**src/rtl/fpu_cmp_arbiter.sv**
```systemverilog
// fpu_cmp_arbiter
// ---------------
// Front-end controller for the shared FPU comparison unit
// (feq/fne/flt/fle/fgt/fge/fmin/fmax).
//
// Two requesters are arbitrated round-robin. The granted operands, opcode,
// tag and requester id are registered, and the comparison unit is driven
// from those registers for a single EXEC cycle. The unit's combinational
// result is captured at the end of EXEC and returned over a valid/ready
// response channel. Only one operation is in flight at a time.
//
// Optional feature macro: FPU_CMP_NV_EN
//   defined   -> resp_nv reports NaN-based invalid-operation status
//   undefined -> resp_nv is tied low and no NaN detection is built
//
// Ports
//   clk, rst_l                 clock (rising edge), async active-low reset
//   reqN_valid / reqN_ready    request handshake, N = 0, 1
//   reqN_opcode                one-hot opcode (bit0 feq ... bit7 fmax)
//   reqN_a, reqN_b             IEEE754 operands, Std+1 bits
//   reqN_tag                   opaque tag echoed on the response
//   cmp_opcode, cmp_a, cmp_b   drive the comparison unit (non-zero only in EXEC)
//   cmp_result, cmp_minmax     comparison unit outputs
//   resp_valid / resp_ready    response handshake
//   resp_data                  compare bit (ops 0-5) or min/max value (ops 6-7)
//   resp_id, resp_tag          requester index and echoed tag
//   resp_err                   opcode was not exactly one-hot
//   resp_nv                    invalid flag (FPU_CMP_NV_EN only)

module fpu_cmp_arbiter #(
    parameter int Std   = 31,
    parameter int TAG_W = 4
) (
    input  logic             clk,
    input  logic             rst_l,
    input  logic             req0_valid,
    output logic             req0_ready,
    input  logic [7:0]       req0_opcode,
    input  logic [Std:0]     req0_a,
    input  logic [Std:0]     req0_b,
    input  logic [TAG_W-1:0] req0_tag,
    input  logic             req1_valid,
    output logic             req1_ready,
    input  logic [7:0]       req1_opcode,
    input  logic [Std:0]     req1_a,
    input  logic [Std:0]     req1_b,
    input  logic [TAG_W-1:0] req1_tag,
    output logic [7:0]       cmp_opcode,
    output logic [Std:0]     cmp_a,
    output logic [Std:0]     cmp_b,
    input  logic [31:0]      cmp_result,
    input  logic [Std:0]     cmp_minmax,
    output logic             resp_valid,
    input  logic             resp_ready,
    output logic [Std:0]     resp_data,
    output logic             resp_id,
    output logic [TAG_W-1:0] resp_tag,
    output logic             resp_err,
    output logic             resp_nv
);

    typedef enum logic [1:0] {IDLE, EXEC, RESP} state_t;

    state_t           state, state_nxt;
    logic             last_grant;
    logic [7:0]       op_q;
    logic [Std:0]     a_q, b_q;
    logic [TAG_W-1:0] tag_q;
    logic             id_q;
    logic             grant0, grant1;
    logic             op_legal;
    logic             nv_calc;
    logic [Std:0]     result_ext;

    // On a tie the requester that did not win last time gets the grant.
    assign grant0 = req0_valid & (~req1_valid | last_grant);
    assign grant1 = req1_valid & (~req0_valid | ~last_grant);

    assign op_legal   = (op_q != 8'h00) && ((op_q & (op_q - 8'h01)) == 8'h00);
    assign result_ext = (Std+1)'(cmp_result);

    // The id and tag registers only change at a request handshake, so they
    // already stay stable for the whole RESP phase.
    assign resp_id  = id_q;
    assign resp_tag = tag_q;

`ifdef FPU_CMP_NV_EN
    // Exponent width follows the IEEE754 format implied by the operand width.
    localparam int EXP_W = (Std == 63) ? 11 : ((Std == 15) ? 5 : 8);
    localparam int MAN_W = Std - EXP_W;

    logic a_nan, b_nan, a_snan, b_snan;

    assign a_nan  = (&a_q[Std-1 -: EXP_W]) & (|a_q[MAN_W-1:0]);
    assign b_nan  = (&b_q[Std-1 -: EXP_W]) & (|b_q[MAN_W-1:0]);
    assign a_snan = a_nan & ~a_q[MAN_W-1];
    assign b_snan = b_nan & ~b_q[MAN_W-1];

    // Ordered comparisons signal on any NaN; equality and min/max only on sNaN.
    assign nv_calc = (|op_q[5:2]) ? (a_nan | b_nan) : (a_snan | b_snan);
`else
    assign nv_calc = 1'b0;
`endif

    always_ff @(posedge clk or negedge rst_l) begin
        if (!rst_l) begin
            state <= IDLE;
        end else begin
            state <= state_nxt;
        end
    end

    // Next state plus handshake and comparison-unit outputs. Ready is gated
    // by rst_l so it reads low while reset is asserted.
    always_comb begin
        state_nxt  = state;
        req0_ready = 1'b0;
        req1_ready = 1'b0;
        cmp_opcode = 8'h00;
        cmp_a      = '0;
        cmp_b      = '0;
        resp_valid = 1'b0;
        case (state)
            IDLE: begin
                req0_ready = grant0 & rst_l;
                req1_ready = grant1 & rst_l;
                if (grant0 | grant1) begin
                    state_nxt = EXEC;
                end
            end
            EXEC: begin
                cmp_opcode = op_legal ? op_q : 8'h00;
                cmp_a      = a_q;
                cmp_b      = b_q;
                state_nxt  = RESP;
            end
            RESP: begin
                resp_valid = 1'b1;
                if (resp_ready) begin
                    state_nxt = IDLE;
                end
            end
            default: state_nxt = IDLE;
        endcase
    end

    // Request capture; inputs are sampled only at the accepting edge.
    always_ff @(posedge clk or negedge rst_l) begin
        if (!rst_l) begin
            last_grant <= 1'b1;
            op_q       <= 8'h00;
            a_q        <= '0;
            b_q        <= '0;
            tag_q      <= '0;
            id_q       <= 1'b0;
        end else if (state == IDLE && (grant0 | grant1)) begin
            last_grant <= grant1;
            id_q       <= grant1;
            if (grant0) begin
                op_q  <= req0_opcode;
                a_q   <= req0_a;
                b_q   <= req0_b;
                tag_q <= req0_tag;
            end else begin
                op_q  <= req1_opcode;
                a_q   <= req1_a;
                b_q   <= req1_b;
                tag_q <= req1_tag;
            end
        end
    end

    // Result capture at the end of EXEC; held through RESP.
    always_ff @(posedge clk or negedge rst_l) begin
        if (!rst_l) begin
            resp_data <= '0;
            resp_err  <= 1'b0;
            resp_nv   <= 1'b0;
        end else if (state == EXEC) begin
            if (!op_legal) begin
                resp_data <= '0;
            end else if (|op_q[7:6]) begin
                resp_data <= cmp_minmax;
            end else begin
                resp_data <= result_ext;
            end
            resp_err <= ~op_legal;
            resp_nv  <= op_legal & nv_calc;
        end
    end

endmodule

```
**config.mk**
```make
export PLATFORM = sky130hd
export DESIGN_NAME = fpu_cmp_arbiter
export DESIGN_NICKNAME = d
export VERILOG_FILES = /design/src/rtl/fpu_cmp_arbiter.sv
export SDC_FILE = /design/constraint.sdc
export NUM_CORES = 1
export LEC_CHECK = 0
export BUFFER_PORTS_ARGS = -buffer_cell sky130_fd_sc_hd__buf_4
export CAP_MARGIN = 0
export CORE_AREA = 2 2 129 131
export CTS_CLUSTER_DIAMETER = 100
export DETAILED_ROUTE_END_ITERATION = 12
export DIE_AREA = 0 0 131 133
export GPL_TIMING_DRIVEN = 0
export PLACE_DENSITY = 0.7
export SYNTH_ARGS = -nofsm -noshare
export SYNTH_HDL_FRONTEND = slang
export SYNTH_SLANG_ARGS = --single-unit
```
**constraint.sdc**
```tcl
create_clock -name clk -period 3.2 [get_ports clk]
set_input_delay 0.16 -clock clk [delete_from_list [all_inputs] [get_ports clk]]
set_output_delay 0.16 -clock clk [all_outputs]
set_load 0.1 [all_outputs]
```
# [Word level (Yosys, flattened, before mapping)]
# Cells that the tools add are included.
[word_totals] register_bits=113 inputBits=221 out_inout_bits=114 elab_cells=49
[classes] n_addsub=1 eq_ne=4 mux=16 bitwise=12 n_reduce_logical=7
[ops] op="32-bit 2-to-1 mux" n=6
[ops] op="8-bit 2-to-1 mux" n=3
[ops] op="8-bit AND" n=1
[ops] op="8-bit zero test" n=1
[ops] op="8-bit nonzero test" n=1
[ops] op="8-bit by 1-bit subtractor with 8-bit output (second input constant)" n=1
[ops] op="2-bit one-hot mux with 3 select lines" n=1
[ops] op="1-bit AND" n=4
[ops] op="2-bit 2-to-1 mux" n=2
[ops] op="4-bit 2-to-1 mux" n=1
[ops] op="2-bit != test (second input constant)" n=2
[ops] op="1-bit NOT" n=4
[ops] op="1-bit 2-to-1 mux" n=3
[ops] op="1-bit bitwise OR" n=3
[ops] op="2-bit by 1-bit equality test with 1-bit output (second input constant)" n=1
[ops] op="2-bit equality test (second input constant)" n=1
[ops] op="1-bit logical AND" n=2
[ops] op="2-bit zero test" n=1
[ops] op="2-bit AND reduction" n=1
[ops] op="2-bit OR reduction" n=1

# [Depth between registers and ports, before layout]
# Gate-level depths: netlist of the first run.
[logic_depth] word_depth=6 depth_mapped=7 depth_no_buf=4

# [Least setup slack after synthesis of the first run]
# Ideal clock, no wire load.
[synth_timing] path_kind="reg-to-output" start="reg op_q[2]" end="out cmp_opcode[0]" arrival_ns=3.625 required_ns=3.040 setup_slack_ns=-0.585 stages_incl_launch_ff=6 path_buffers=1 cell_sequence="dfrtp_1 or4_4 o31ai_4 a21oi_2 buf_6 nor3b_1"
[synth_via] elab_chain_len=6 word_cells_on_any_way=7 cone_classes="add/sub (1); mux (2); bitwise (1); reduce/logical (3)"
[synth_rtl] item="start: declaration" line_no="66" rtl="logic [7:0] op_q;"
[synth_rtl] item="start signal: assignment" line_no="160" rtl="op_q <= req0_opcode;"
[synth_rtl] item="start signal: assignment" line_no="165" rtl="op_q <= req1_opcode;"
[synth_rtl] item="8-bit by 1-bit subtractor with 8-bit output" line_no="79" rtl="assign op_legal = (op_q != 8'h00) && ((op_q & (op_q - 8'h01)) == 8'h00);"
[synth_rtl] item="8-bit AND" line_no="79"
[synth_rtl] item="8-bit zero test" line_no="79"
[synth_rtl] item="1-bit logical AND (*)" line_no="79"
[synth_rtl] item="8-bit 2-to-1 mux (*)" line_no="132" rtl="cmp_opcode = op_legal ? op_q : 8'h00;"
[synth_rtl] item="8-bit 2-to-1 mux (*)" line_no="123" rtl="case (state)"
[synth_rtl] item="end: declaration" line_no="48" rtl="output logic [7:0] cmp_opcode,"
# Mark *: on every way between the ends. The rest lies on a longest branch, timed or not.

# [Worst setup path in the final report of the first run]
[layout_timing] start="reg op_q[2]" end="out cmp_opcode[6]"
# The elaborated chain is that of the path after synthesis.

==> metrics.md, run 1 <==
| Metric | Value |
|---|---|
| Starting density of the core | 0.374 |
| Total of warnings raised by yosys | 0 |
| Number of nets produced by synthesis | 812 |
| Maximum buffer depth of the clock tree | 2 |
| Average wire length per cell after detail routing | 16.3 um |
| Global placement routability congestion | 0.803 |
| GR Util All Layers | 0.216 |
| Die extent in y | 133 um |
| Mapped Avg Cell Area | 10.2 um2 |
| Buffers added on ports | 333 |
| TritonRoute pass-1 iters | 5 |
| Reg-to-Reg Start | state[1] |
| Synthesis-to-layout area growth | 57.1% |
| Worst hold path type | in -> reg |
| Max Clk Rate | 0.359 GHz |
| Mean number of vias per cell | 4.79 |
| Core ar. | 16,200 um2 |
| Number of vias in the routed layout | 5,653 |
| Die width | 131 um |
| Overflow left after global routing | 0 |
| Final count of hold timing violations | 0 |
| Drt total wl | 19,300 um |
| Crit path DAT | 2630 ps |
| Number of design-rule violations left by the first detailed-router iteration | 223 |
| Reg-to-reg setup timing slack | 940 ps |
| Largest area contributor in the synthesized netlist | sky130_fd_sc_hd__dfrtp_1 |
| Worst setup slack after placement | 833 ps |
| Sum of negative setup slack | 0 ps |
| Largest net degree at the start of global routing | 62 |
| Critical path origin | op_q[2] |
| Worst setup path end | cmp_opcode[6] |
| Worst Reg2Reg Path Length in Cells | 6 |
| Clock tree from TritonCTS | built |
| Count of filler cells inserted in the layout | 1,469 |
| Number of nets with antenna violations after detailed routing | 0 |
| Max VDD drop | 0.827 mV |
| Flop and latch count out of synthesis | 113 |
| Most frequent standard cell in the layout excluding fill and tap cells | sky130_fd_sc_hd__buf_4 |
| Result of the run | completed |
| Source-to-sink clock delay at the later pin of the worst-skew pair | 410 ps |
| Relative slew margins | 0.478 |
| Post-detailed-route DRC marker count | 0 |
| Count of inserted antenna diode cells | 0 |
| Startpoint of the lowest-slack hold path | req0_a[3] |
| Number of setup buffers added after CTS | 0 |
| Final #Nets | 1,168 |
| Unrepaired setup endpoints after global routing | no |
| Setup crit start kind | register |
| Final critical-path share of the clock period | 0.871 |
| Required arrival time at the worst endpoint | 3040 ps |
| Clock transition at the register clock pins on the worst setup and hold paths after CTS | 60 ps |
| Share of final-layout standard cells stronger than drive strength 1 | 0.444 |
| Final standard cell utilization of the core | 0.588 |
| Number of placement rows | 47 |
| Total CTS buffers | 17 |
| Max cap viols | 0 |
| Post-synthesis instance area | 6060 um2 |
| Placed Cells incl. Taps | 1,145 |
| Worst Tran Pin Value | 784 ps |
| Root buf cell | sky130_fd_sc_hd__clkbuf_16 |
| Number of pins with negative max-slew slack in the final report | 0 |
| Post-route non-filler standard cell count | 1,180 |
| Worst Setup Slack, final | 413 ps |
| Max Fanout on Critical Path | 10 |
| Count of endpoints failing setup in the final report | 0 |
| Clock tree skew after final layout | 7.39 ps |
| Most frequent cells in the layout | sky130_fd_sc_hd__buf_4 (336), sky130_fd_sc_hd__dfrtp_1 (112), sky130_fd_sc_hd__mux2i_1 (108) |
| HPWL reported at the end of detailed placement | 14,900 um |
| CP endpoint kind | output pin |
| Portion of the post-synthesis area used by sequential elements | 0.467 |
| Wire length of the first global-routing pass | 29,000 um |
| Number of distinct library cells after synthesis | 32 |
| Number of placed I/O pins | 335 |
| Min Tclk post-route | 2790 ps |
| Leading post-synthesis cells by cell area | sky130_fd_sc_hd__dfrtp_1 (46%), sky130_fd_sc_hd__mux2i_1 (18%), sky130_fd_sc_hd__and2_1 (6.6%) |
| Proportion of netlist area held by the largest area contributor | 0.463 |
| Gate count of the mapped netlist | 591 |
| Setup CP Type | reg -> out |
| Die area | 17,400 um2 |
| Design Power | 10.3 mW |
| Reg2Reg Capture Point | b_q[5] |
| # H-tree levels | 4 |
| Vias in the first global route | 5,758 |
| CTS sink count | 113 |
| Leakage Power | 4.69 nW |
| Power Density | 1080 nW/um2 |
| Initial antenna violation count | 0 |
[worst min-delay path by stage]
stage,end,slack (ps),cells after the start
after global routing,b_q[19],40,3
after CTS,last_grant,30,3
after detailed placement,b_q[19],150,1
after floorplan,a_q[0],-140,0
after global placement,last_grant,350,2
final,a_q[3],40,3
[metrics by stage]
stage                     hold slack (ps)  cell area [um2]
after floorplan                      -136             6060
after global placement                349             8830
after detailed placement              153             8860
after CTS                            28.1             9510
after global routing                 39.0             9510
final                                43.5             9510
[routing by layer]
| metal | wire [um] | GRT usage | share of wire |
|---|---|---|---|
| met1 | 7610 | 0.252 | 0.39 |
| met2 | 9750 | 0.381 | 0.51 |
| met3 | 1550 | 0.0574 | 0.080 |
| met4 | 384 | 0.0745 | 0.020 |
| met5 | 0 | 0 | 0 |
[sequential cells by signal, indices dropped and copies added (netlist names), 2 cells and up]
| signal | flops |
|---|---|
| resp_data | 32 |
| state | 2 |
| a_q | 32 |
| b_q | 32 |
| op_q | 8 |
| resp_tag | 4 |
[layout make-up]
cell class | instances | area, um2 | area share
repair buffers | 337 | 2560 | 0.269
clock inverters | 10 | 158 | 0.0166
clock buffers | 22 | 464 | 0.0488
inverters | 3 | 11.3 | 0.00118
plain buffers | 49 | 269 | 0.0283
flip-flops and latches | 113 | 2830 | 0.297
well taps | 220 | 275 | 0.0289
multi-input cells | 426 | 2950 | 0.310
[repair_timing]
action | CTS | global route
endpoints found under the setup margin | 0 | 0
endpoints found under the hold margin | 55 | 0
gates resized for setup | 0 | 0
hold buffers | 3 | 0
[cell usage after synthesis]
cell and instances:
sky130_fd_sc_hd__nor4_1 1, sky130_fd_sc_hd__nor2_2 1, sky130_fd_sc_hd__nor3_1 1, sky130_fd_sc_hd__o31ai_1 1, sky130_fd_sc_hd__a21oi_1 79, sky130_fd_sc_hd__or4_4 1, sky130_fd_sc_hd__nor3b_1 8, sky130_fd_sc_hd__o21a_1 1
sky130_fd_sc_hd__mux2i_1 108, sky130_fd_sc_hd__or3_1 1, sky130_fd_sc_hd__o21ai_0 3, sky130_fd_sc_hd__buf_4 4, sky130_fd_sc_hd__and4_1 1, sky130_fd_sc_hd__a211oi_1 2, sky130_fd_sc_hd__a21oi_2 3, sky130_fd_sc_hd__inv_1 3
sky130_fd_sc_hd__nand2_1 33, sky130_fd_sc_hd__maj3_1 1, sky130_fd_sc_hd__dfrtp_1 112, sky130_fd_sc_hd__o22a_1 1, sky130_fd_sc_hd__o31ai_2 29, sky130_fd_sc_hd__buf_6 7, sky130_fd_sc_hd__buf_2 14, sky130_fd_sc_hd__nor2b_1 1
sky130_fd_sc_hd__and2_1 64, sky130_fd_sc_hd__conb_1 1, sky130_fd_sc_hd__dfstp_2 1, sky130_fd_sc_hd__nand2b_1 2, sky130_fd_sc_hd__a31oi_1 1, sky130_fd_sc_hd__clkbuf_1 24, sky130_fd_sc_hd__nor2_1 79, sky130_fd_sc_hd__o31ai_4 3
[power by group]
part,switching (mW),internal (mW)
clock,0.655,1.34
combinational,4.53,1.51
sequential,0.307,1.95
total,5.49,4.80
[cells by family after synthesis]
kind of cell               count (synthesis)  synth area share
muxes                                    108             0.179
adders and majority gates                  1           0.00165
and+or+nand+nor                          193             0.156
other                                      1          0.000619
AOI/OAI and AO/OA                        123             0.150
DFF                                      113             0.467
buffers and inverters                     52            0.0463
[worst max-delay path, cell delays in order, from the launching register on]
cell and delay [ps]:
sky130_fd_sc_hd__dfrtp_1 420, sky130_fd_sc_hd__or4_4 590, sky130_fd_sc_hd__a21oi_2 170, sky130_fd_sc_hd__a21oi_2 120
sky130_fd_sc_hd__buf_4 200, sky130_fd_sc_hd__nor3b_1 340, sky130_fd_sc_hd__buf_4 360
(Power assumes the default switching activity.)
==> run 2, diff against run 1 <==
==> config.mk (replaced) <==
export PLATFORM = sky130hd
export DESIGN_NAME = fpu_cmp_arbiter
export DESIGN_NICKNAME = d
export VERILOG_FILES = /design/src/rtl/fpu_cmp_arbiter.sv
export SDC_FILE = /design/constraint.sdc
export NUM_CORES = 1
export LEC_CHECK = 0
export CAP_MARGIN = 0
export CORE_AREA = 2 2 131 133
export CTS_BUF_LIST = sky130_fd_sc_hd__clkbuf_4 sky130_fd_sc_hd__clkbuf_8
export CTS_CLUSTER_DIAMETER = 100
export DETAILED_ROUTE_END_ITERATION = 12
export DIE_AREA = 0 0 133 135
export DONT_BUFFER_PORTS = 1
export GPL_TIMING_DRIVEN = 0
export MAX_ROUTING_LAYER = met4
export PLACE_DENSITY = 0.51
export SYNTH_ARGS = -nofsm -noshare
export SYNTH_HDL_FRONTEND = slang
export SYNTH_SLANG_ARGS = --single-unit
==> metrics.md, run 2 <==
| Metric | Value |
|---|---|
| Number of distinct library cells after synthesis | 32 (unchanged) |
| Stage where the flow stopped | 4_1_cts |
| Maximum buffer depth of the clock tree | 2 (unchanged) |
| Total CTS buffers | 17 (unchanged) |
| CTS resizes | 0 (unchanged) |
| Number of placed I/O pins | 335 (unchanged) |
| Commonest cells in the synthesized netlist | sky130_fd_sc_hd__dfrtp_1 (112), sky130_fd_sc_hd__mux2i_1 (108), sky130_fd_sc_hd__a21oi_1 (79), sky130_fd_sc_hd__nor2_1 (79), sky130_fd_sc_hd__and2_1 (64) |
| Die extent in y | 135 um (+1.5%) |
| Cell area after placement | 6610 um2 (-25%) |
| Proportion of netlist area held by the largest area contributor | 0.463 (unchanged) |
| Post-cts hold buffer count | 172 (+169) |
| Post-synthesis async set-or-reset flop share | 1.00 (unchanged) |
| Gate count of the mapped netlist | 591 (unchanged) |
| Root buf cell | sky130_fd_sc_hd__clkbuf_8 |
| Most frequent cell after synthesis | sky130_fd_sc_hd__dfrtp_1 |
| Number of nets produced by synthesis | 812 (unchanged) |
| CTS sink count | 113 (unchanged) |
| Buffers added on ports | 0 (-100%) |
| Mapped Avg Cell Area | 10.2 um2 (unchanged) |
| Post-synthesis instance area | 6060 um2 (unchanged) |
| Total of warnings raised by yosys | 0 (unchanged) |
| Starting density of the core | 0.369 (-0.00537) |
| Portion of the post-synthesis area used by sequential elements | 0.467 (unchanged) |
| Die width | 133 um (+1.5%) |
| First error line in the log | [ERROR RSZ-0060] Max buffer count reached. |
| Global placement routability congestion | 0.784 (-2.3%) |
| Number of setup buffers added after CTS | 0 (unchanged) |
| Largest area contributor in the synthesized netlist | sky130_fd_sc_hd__dfrtp_1 |
| # H-tree levels | 4 (unchanged) |
| Count of flip-flops with a built-in enable after synthesis | 0 (unchanged) |
| HPWL reported at the end of detailed placement | 13,200 um (-11%) |
| Result of the run | did not finish |
| Flop and latch count out of synthesis | 113 (unchanged) |
| Leading post-synthesis cells by cell area | sky130_fd_sc_hd__dfrtp_1 (46%), sky130_fd_sc_hd__mux2i_1 (18%), sky130_fd_sc_hd__and2_1 (6.6%) |
| Number of placement rows | 47 (unchanged) |
| Most common flop cell mapped by yosys | sky130_fd_sc_hd__dfrtp_1 |
## run 2: cell families after synthesis
logic type,Yosys count,share of synthesized area
simple gates,193,0.156
other cells,1,0.000619
buf+inv,52,0.0463
mux,108,0.179
compound gates,123,0.150
flops,113,0.467
fa+ha+maj,1,0.00165
## run 2: stage by stage
| step | instances | setup WS [ps] | utilization |
|---|---|---|---|
| floorplan | 591 | -585 | - |
| global placement | 811 | -882 | 0.386 |
| detailed placement | 819 | 510 | 0.403 |
==> run 3, diff against run 2 <==
==> config.mk (replaced) <==
export PLATFORM = sky130hd
export DESIGN_NAME = fpu_cmp_arbiter
export DESIGN_NICKNAME = d
export VERILOG_FILES = /design/src/rtl/fpu_cmp_arbiter.sv
export SDC_FILE = /design/constraint.sdc
export NUM_CORES = 1
export LEC_CHECK = 0
export CAP_MARGIN = 0
export CORE_UTILIZATION = 35
export DETAILED_ROUTE_END_ITERATION = 12
export DONT_BUFFER_PORTS = 1
export GPL_TIMING_DRIVEN = 0
export PLACE_DENSITY_LB_ADDON = 0.15
export SYNTH_ARGS = -nofsm -noshare
export SYNTH_HDL_FRONTEND = slang
export SYNTH_SLANG_ARGS = --single-unit
==> metrics.md, run 3 (synthesis gave the netlist of run 1 again) <==
| Metric | Value |
|---|---|
| Reg2Reg Capture Point | b_q[23] |
| Post-route non-filler standard cell count | 1,017 |
| Worst setup slack after placement | 540 ps (+29.3 ps) |
| Result of the run | completed |
| Unrepaired setup endpoints after global routing | no |
| Synthesis-to-layout area growth | 47.5% |
| Final critical-path share of the clock period | 0.918 |
| Placed Cells incl. Taps | 819 (unchanged) |
| Number of placed I/O pins | 335 (unchanged) |
| Max cap viols | 0 |
| Total CTS buffers | 17 (unchanged) |
| Biggest registers after layout | a_q: 32 flops, b_q: 32 flops, resp_data: 32 flops |
| Wire length of the first global-routing pass | 30,200 um |
| Startpoint of the lowest-slack hold path | req0_opcode[4] |
| Starting density of the core | 0.361 (-0.00777) |
| Endpoint, Worst Hold | op_q[4] |
| Share of final-layout standard cells stronger than drive strength 1 | 0.183 |
| CP endpoint kind | output pin |
| Count of endpoints failing setup in the final report | 0 |
| Largest net degree at the start of global routing | 114 |
| Die extent in y | 134 um (-1.1%) |
| CTS sink count | 113 (unchanged) |
| HPWL reported at the end of detailed placement | 13,000 um (-1.0%) |
| # H-tree levels | 4 (unchanged) |
| Drt total wl | 19,600 um |
| Vias in the first global route | 5,546 |
| Source-to-sink clock delay at the later pin of the worst-skew pair | 410 ps |
| WHS Path Cells | 2 |
| Most frequent standard cell in the layout excluding fill and tap cells | sky130_fd_sc_hd__dlygate4sd3_1 |
| Initial antenna violation count | 1 |
| Maximum buffer depth of the clock tree | 2 (unchanged) |
| Average wire length per cell after detail routing | 19.3 um |
| Most frequent cells in the layout | sky130_fd_sc_hd__dlygate4sd3_1 (166), sky130_fd_sc_hd__dfrtp_1 (112), sky130_fd_sc_hd__mux2i_1 (108) |
| Number of vias in the routed layout | 5,229 |
| Reg-to-Reg Start | last_grant |
| Max Clk Rate | 0.340 GHz |
| Die width | 134 um (+0.41%) |
| Clock tree skew after final layout | 11.0 ps |
| Worst hold path type | in -> reg |
| Relative slew margins | 0.201 |
| Power Density | 1100 nW/um2 |
| Number of pins with negative max-slew slack in the final report | 0 |
| Clock tree from TritonCTS | built |
| Final standard cell utilization of the core | 0.533 |
| Setup crit start kind | register |
| Number of nets with antenna violations after detailed routing | 0 |
| Buffers added on ports | 0 (unchanged) |
| Setup CP Type | reg -> out |
| Design Power | 9.80 mW |
| Max Fanout on Critical Path | 10 |
| Number of design-rule violations left by the first detailed-router iteration | 232 |
| Post-detailed-route DRC marker count | 0 |
| Leakage Power | 3.84 nW |
| Max VDD drop | 0.750 mV |
| Worst Setup Slack, final | 262 ps |
| Crit path DAT | 2780 ps |
| Required arrival time at the worst endpoint | 3040 ps |
| Number of placement rows | 47 (unchanged) |
| Min Tclk post-route | 2940 ps |
| Overflow left after global routing | 0 |
| GR Util All Layers | 0.221 |
| Global placement routability congestion | 0.778 (-0.87%) |
| Worst Reg2Reg Path Length in Cells | 7 |
| Core ar. | 16,800 um2 |
| Reg-to-reg setup timing slack | 690 ps |
| Final count of hold timing violations | 0 |
| Root buf cell | sky130_fd_sc_hd__clkbuf_16 |
| Mean number of vias per cell | 5.14 |
| TritonRoute pass-1 iters | 4 |
| Final #Nets | 1,006 |
| Worst Tran Pin Value | 1190 ps |
| Die area | 17,800 um2 |
| Clock transition at the register clock pins on the worst setup and hold paths after CTS | 50 ps |
## run 3: metrics by stage
stage | TNS (ps) | cell area [um2] | hold slack [ps]
3_5_place_dp | 0 | 6610 | -133
5_1_grt | 0 | 8930 | 11.7
4_1_cts | 0 | 8890 | 0.248
3_3_place_gp | -6970 | 6330 | -132
6_report | 0 | 8930 | 15.0
2_1_floorplan | -4680 | 6060 | -136
## run 3: worst max path at each step
stage | startpoint | endpoint
after CTS | state[0] | cmp_b[26]
after detailed placement | state[0] | cmp_b[26]
after global routing | state[0] | cmp_b[20]
final | state[0] | cmp_b[24]
after floorplan | op_q[2] | cmp_opcode[0]
after global placement | op_q[2] | cmp_opcode[6]
## run 3: report_power, final
group	switching, mW	internal, mW
Sequential	0.690	1.95
Combinational	4.09	1.17
Clock	0.640	1.26
Total	5.42	4.38
## run 3: final cells by class
cell class | instances | area (um2)
diodes | 1 | 2.50
multi-input cells | 426 | 3050
inverters | 3 | 11.3
plain buffers | 49 | 269
clock inverters | 5 | 75.1
fillers | 1436 | 7830
flip-flops and latches | 113 | 2830
clock buffers | 25 | 515
well taps | 220 | 275
repair buffers | 175 | 1910
## run 3: routing by layer
layer  routed length, um  global-route usage
met1                7510               0.248
met2               10500               0.399
met3                1270              0.0586
met4                 355              0.0814
met5                   0                   0
## run 3: timing repair
action,4_1_cts,5_1_grt
endpoints found under the setup margin,0,36
gates resized for setup,0,36
hold endpoints to repair,199,0
setup buffers,0,0
hold buffers,167,0
## run 3: critical path, stage by stage, from the launching register on
cell and delay (ps):
sky130_fd_sc_hd__dfrtp_1 380, sky130_fd_sc_hd__nor2b_1 280, sky130_fd_sc_hd__clkbuf_1 520, sky130_fd_sc_hd__clkbuf_1 350, sky130_fd_sc_hd__and2_1 830
==> run 4, diff against run 3 <==
--- a/config.mk
+++ b/config.mk
@@ -6,6 +6,7 @@
 export NUM_CORES = 1
 export LEC_CHECK = 0
 export CAP_MARGIN = 0
+export CORE_ASPECT_RATIO = 0.75
 export CORE_UTILIZATION = 35
 export DETAILED_ROUTE_END_ITERATION = 12
 export DONT_BUFFER_PORTS = 1
==> metrics.md, run 4 (synthesis gave the netlist of run 1 again) <==
| Metric | Value |
|---|---|
| Most frequent cells in the layout | sky130_fd_sc_hd__dlygate4sd3_1 (151), sky130_fd_sc_hd__dfrtp_1 (112), sky130_fd_sc_hd__mux2i_1 (108) |
| Most frequent standard cell in the layout excluding fill and tap cells | sky130_fd_sc_hd__dlygate4sd3_1 |
| Initial antenna violation count | 2 (+1) |
| Final critical-path share of the clock period | 0.894 (-0.0237) |
| Share of final-layout standard cells stronger than drive strength 1 | 0.209 (+0.0260) |
| Root buf cell | sky130_fd_sc_hd__clkbuf_16 |
| Post-Route Hold Slack | -0.0760 ps (-15.1 ps) |
| Max VDD drop | 0.735 mV (-2.0%) |
| CTS sink count | 113 (unchanged) |
| Worst hold path type | in -> reg |
| Source-to-sink clock delay at the later pin of the worst-skew pair | 410 ps (about the same) |
| Number of placed I/O pins | 335 (unchanged) |
| Setup CP Type | reg -> out |
| Critical-path top delay cell | sky130_fd_sc_hd__clkbuf_1 |
| Power Density | 1120 nW/um2 (+2.0%) |
| Critical Path, Cell by Cell | nor2b_1, clkbuf_1, clkbuf_1, and2_2 |
| Final count of hold timing violations | 1 (+1) |
| Overflow left after global routing | 0 (unchanged) |
| Max Fanout on Critical Path | 10 (unchanged) |
| Reg-to-reg setup timing slack | 630 ps (-60 ps) |
| Result of the run | finished, violations left |
| Die extent in y | 116 um (-13%) |
| Number of vias in the routed layout | 5,119 (-2.1%) |
| Global-route track usage on met3 | 0.0830 (+0.0244) |
| Critical path origin | state[1] |
| Number of pins with negative max-slew slack in the final report | 0 (unchanged) |
| Wire length of the first global-routing pass | 28,500 um (-5.7%) |
| Maximum buffer depth of the clock tree | 2 (unchanged) |
| Global placement routability congestion | 0.765 (-1.7%) |
| Average wire length per cell after detail routing | 19.1 um (-0.94%) |
| Cell mode on critical path | sky130_fd_sc_hd__clkbuf_1 |
| Number of nets with antenna violations after detailed routing | 0 (unchanged) |
| GR Util All Layers | 0.211 (-0.00955) |
| Max cap viols | 0 (unchanged) |
| Worst Tran Pin Value | 1120 ps (-71.3 ps) |
| TritonRoute pass-1 iters | 5 (+1) |
| Met1 layer usage reported by global route | 0.248 (+0.000642) |
| Drt total wl | 19,100 um (-2.7%) |
| Setup crit start kind | register |
| Post-route non-filler standard cell count | 999 (-1.8%) |
| Clock tree from TritonCTS | built |
| CP endpoint kind | output pin |
| Placed Cells incl. Taps | 814 (-0.61%) |
| Number of setup buffers added after CTS | 0 (unchanged) |
| Biggest registers after layout | a_q: 32 flops, b_q: 32 flops, resp_data: 32 flops |
| Count of filler cells inserted in the layout | 1,488 (+3.6%) |
| Final #Nets | 991 (-1.5%) |
| Core ar. | 16,900 um2 (+0.70%) |
| Mean number of vias per cell | 5.12 (-0.34%) |
| Count of endpoints failing setup in the final report | 0 (unchanged) |
| Required arrival time at the worst endpoint | 3040 ps (about the same) |
| Number of design-rule violations left by the first detailed-router iteration | 272 (+17%) |
| Post-detailed-route DRC marker count | 0 (unchanged) |
| Largest net degree at the start of global routing | 114 (unchanged) |
| Vias in the first global route | 5,231 (-5.7%) |
| Clock transition at the register clock pins on the worst setup and hold paths after CTS | 50 ps (about the same) |
| Synthesis-to-layout area growth | 45.8% |
| Relative slew margins | 0.249 (+0.0477) |
| Max Clk Rate | 0.349 GHz (+2.7%) |
| Leakage Power | 3.81 nW (-1.0%) |
| Design Power | 9.88 mW (+0.82%) |
| Startpoint of the lowest-slack hold path | req1_b[23] |
| Crit-path max cell delay | 600 ps (-230 ps) |
| Global routing met2 resource utilization | 0.362 (-0.0375) |
| Reg-to-Reg Start | last_grant |
| Starting density of the core | 0.359 (-0.00252) |
| Number of placement rows | 41 (-13%) |
| Buffers added on ports | 0 (unchanged) |
| HPWL reported at the end of detailed placement | 12,500 um (-3.7%) |
| Die area | 17,800 um2 (about the same) |
| # H-tree levels | 4 (unchanged) |
| Total CTS buffers | 17 (unchanged) |
| Violations in the final reports | hold timing |
| Die width | 154 um (+15%) |
| Busiest grt layer | met2 |
| Clock tree skew after final layout | 5.53 ps (-5.46 ps) |
| Min Tclk post-route | 2860 ps (-75.9 ps) |
| Unrepaired setup endpoints after global routing | no |
| Crit path DAT | 2700 ps (-80 ps) |
-- run 4: cell types whose count changed in the layout (fill, tap and decap cells not counted) --
cell,before,now
sky130_fd_sc_hd__bufinv_16,2,3
sky130_fd_sc_hd__dlygate4sd3_1,166,151
sky130_fd_sc_hd__clkbuf_8,6,5
sky130_fd_sc_hd__and2_2,36,50
sky130_fd_sc_hd__clkinvlp_4,0,2
sky130_fd_sc_hd__and2_1,28,14
sky130_fd_sc_hd__clkbuf_1,26,24
sky130_fd_sc_hd__clkinv_2,3,5
-- run 4: critical path: cells and delay by family (launching register included) --
kind                   cells  cell delay [ps]
AND/OR/NAND/NOR            2              860
flip-flops                 1              400
buffers and inverters      2             1020
-- run 4: timing repair --
action	4_1_cts	5_1_grt
hold endpoints to repair	193	3
resized for setup	10	40
endpoints found under the setup margin	10	40
hold buffers	148	4
-- run 4: path summary, 6_finish.rpt --
path | endpoint | cells past startpoint
min in group asynchronous | a_q[6] | 2
max in group asynchronous | resp_data[29] | 2
worst max-delay path | cmp_a[30] | 4
worst max register to register | b_q[22] | 7
worst min-delay path | b_q[23] | 2
worst min register to register | a_q[27] | 2
-- run 4: layer usage --
layer | vias up | wire [um]
li1 | 2402 | -
met1 | 2478 | 8050
met2 | 211 | 9450
met3 | 26 | 1300
met4 | 2 | 291
met5 | - | 11
-- run 4: per-stage QoR --
| step | cell area [um2] | setup slack, ps | TNS, ps | hold WS [ps] | utilization |
|---|---|---|---|---|---|
| 2_1_floorplan | 6060 | -585 | -4680 | -136 | - |
| 3_3_place_gp | 6320 | -788 | -6460 | -133 | 0.375 |
| 3_5_place_dp | 6600 | 322 | 0 | -133 | 0.391 |
| 4_1_cts | 8740 | 38.9 | 0 | 0.457 | 0.518 |
| 5_1_grt | 8830 | 91.7 | 0 | -4.88 | 0.523 |
| 6_report | 8830 | 338 | 0 | -0.0760 | 0.523 |
-- run 4: layout make-up --
cell class	count	area (um2)	area share
Timing Repair Buffer	160	1760	0.199
Tap cell	215	269	0.0305
Inverter	3	11.3	0.00128
Sequential cell	113	2830	0.320
Buffer	49	269	0.0305
Clock inverter	10	130	0.0147
Clock buffer	22	494	0.0560
Multi-Input combinational cell	426	3060	0.347
Antenna cell	1	2.50	0.000283
-- run 4: power by group --
| group | switching (mW) | total, mW | leakage (nW) | internal [mW] |
|---|---|---|---|---|
| clock network | 0.673 | 1.99 | 0.308 | 1.32 |
| registers | 0.671 | 2.62 | 1.34 | 1.94 |
| logic | 4.12 | 5.27 | 2.16 | 1.15 |
| total | 5.46 | 9.88 | 3.81 | 4.42 |
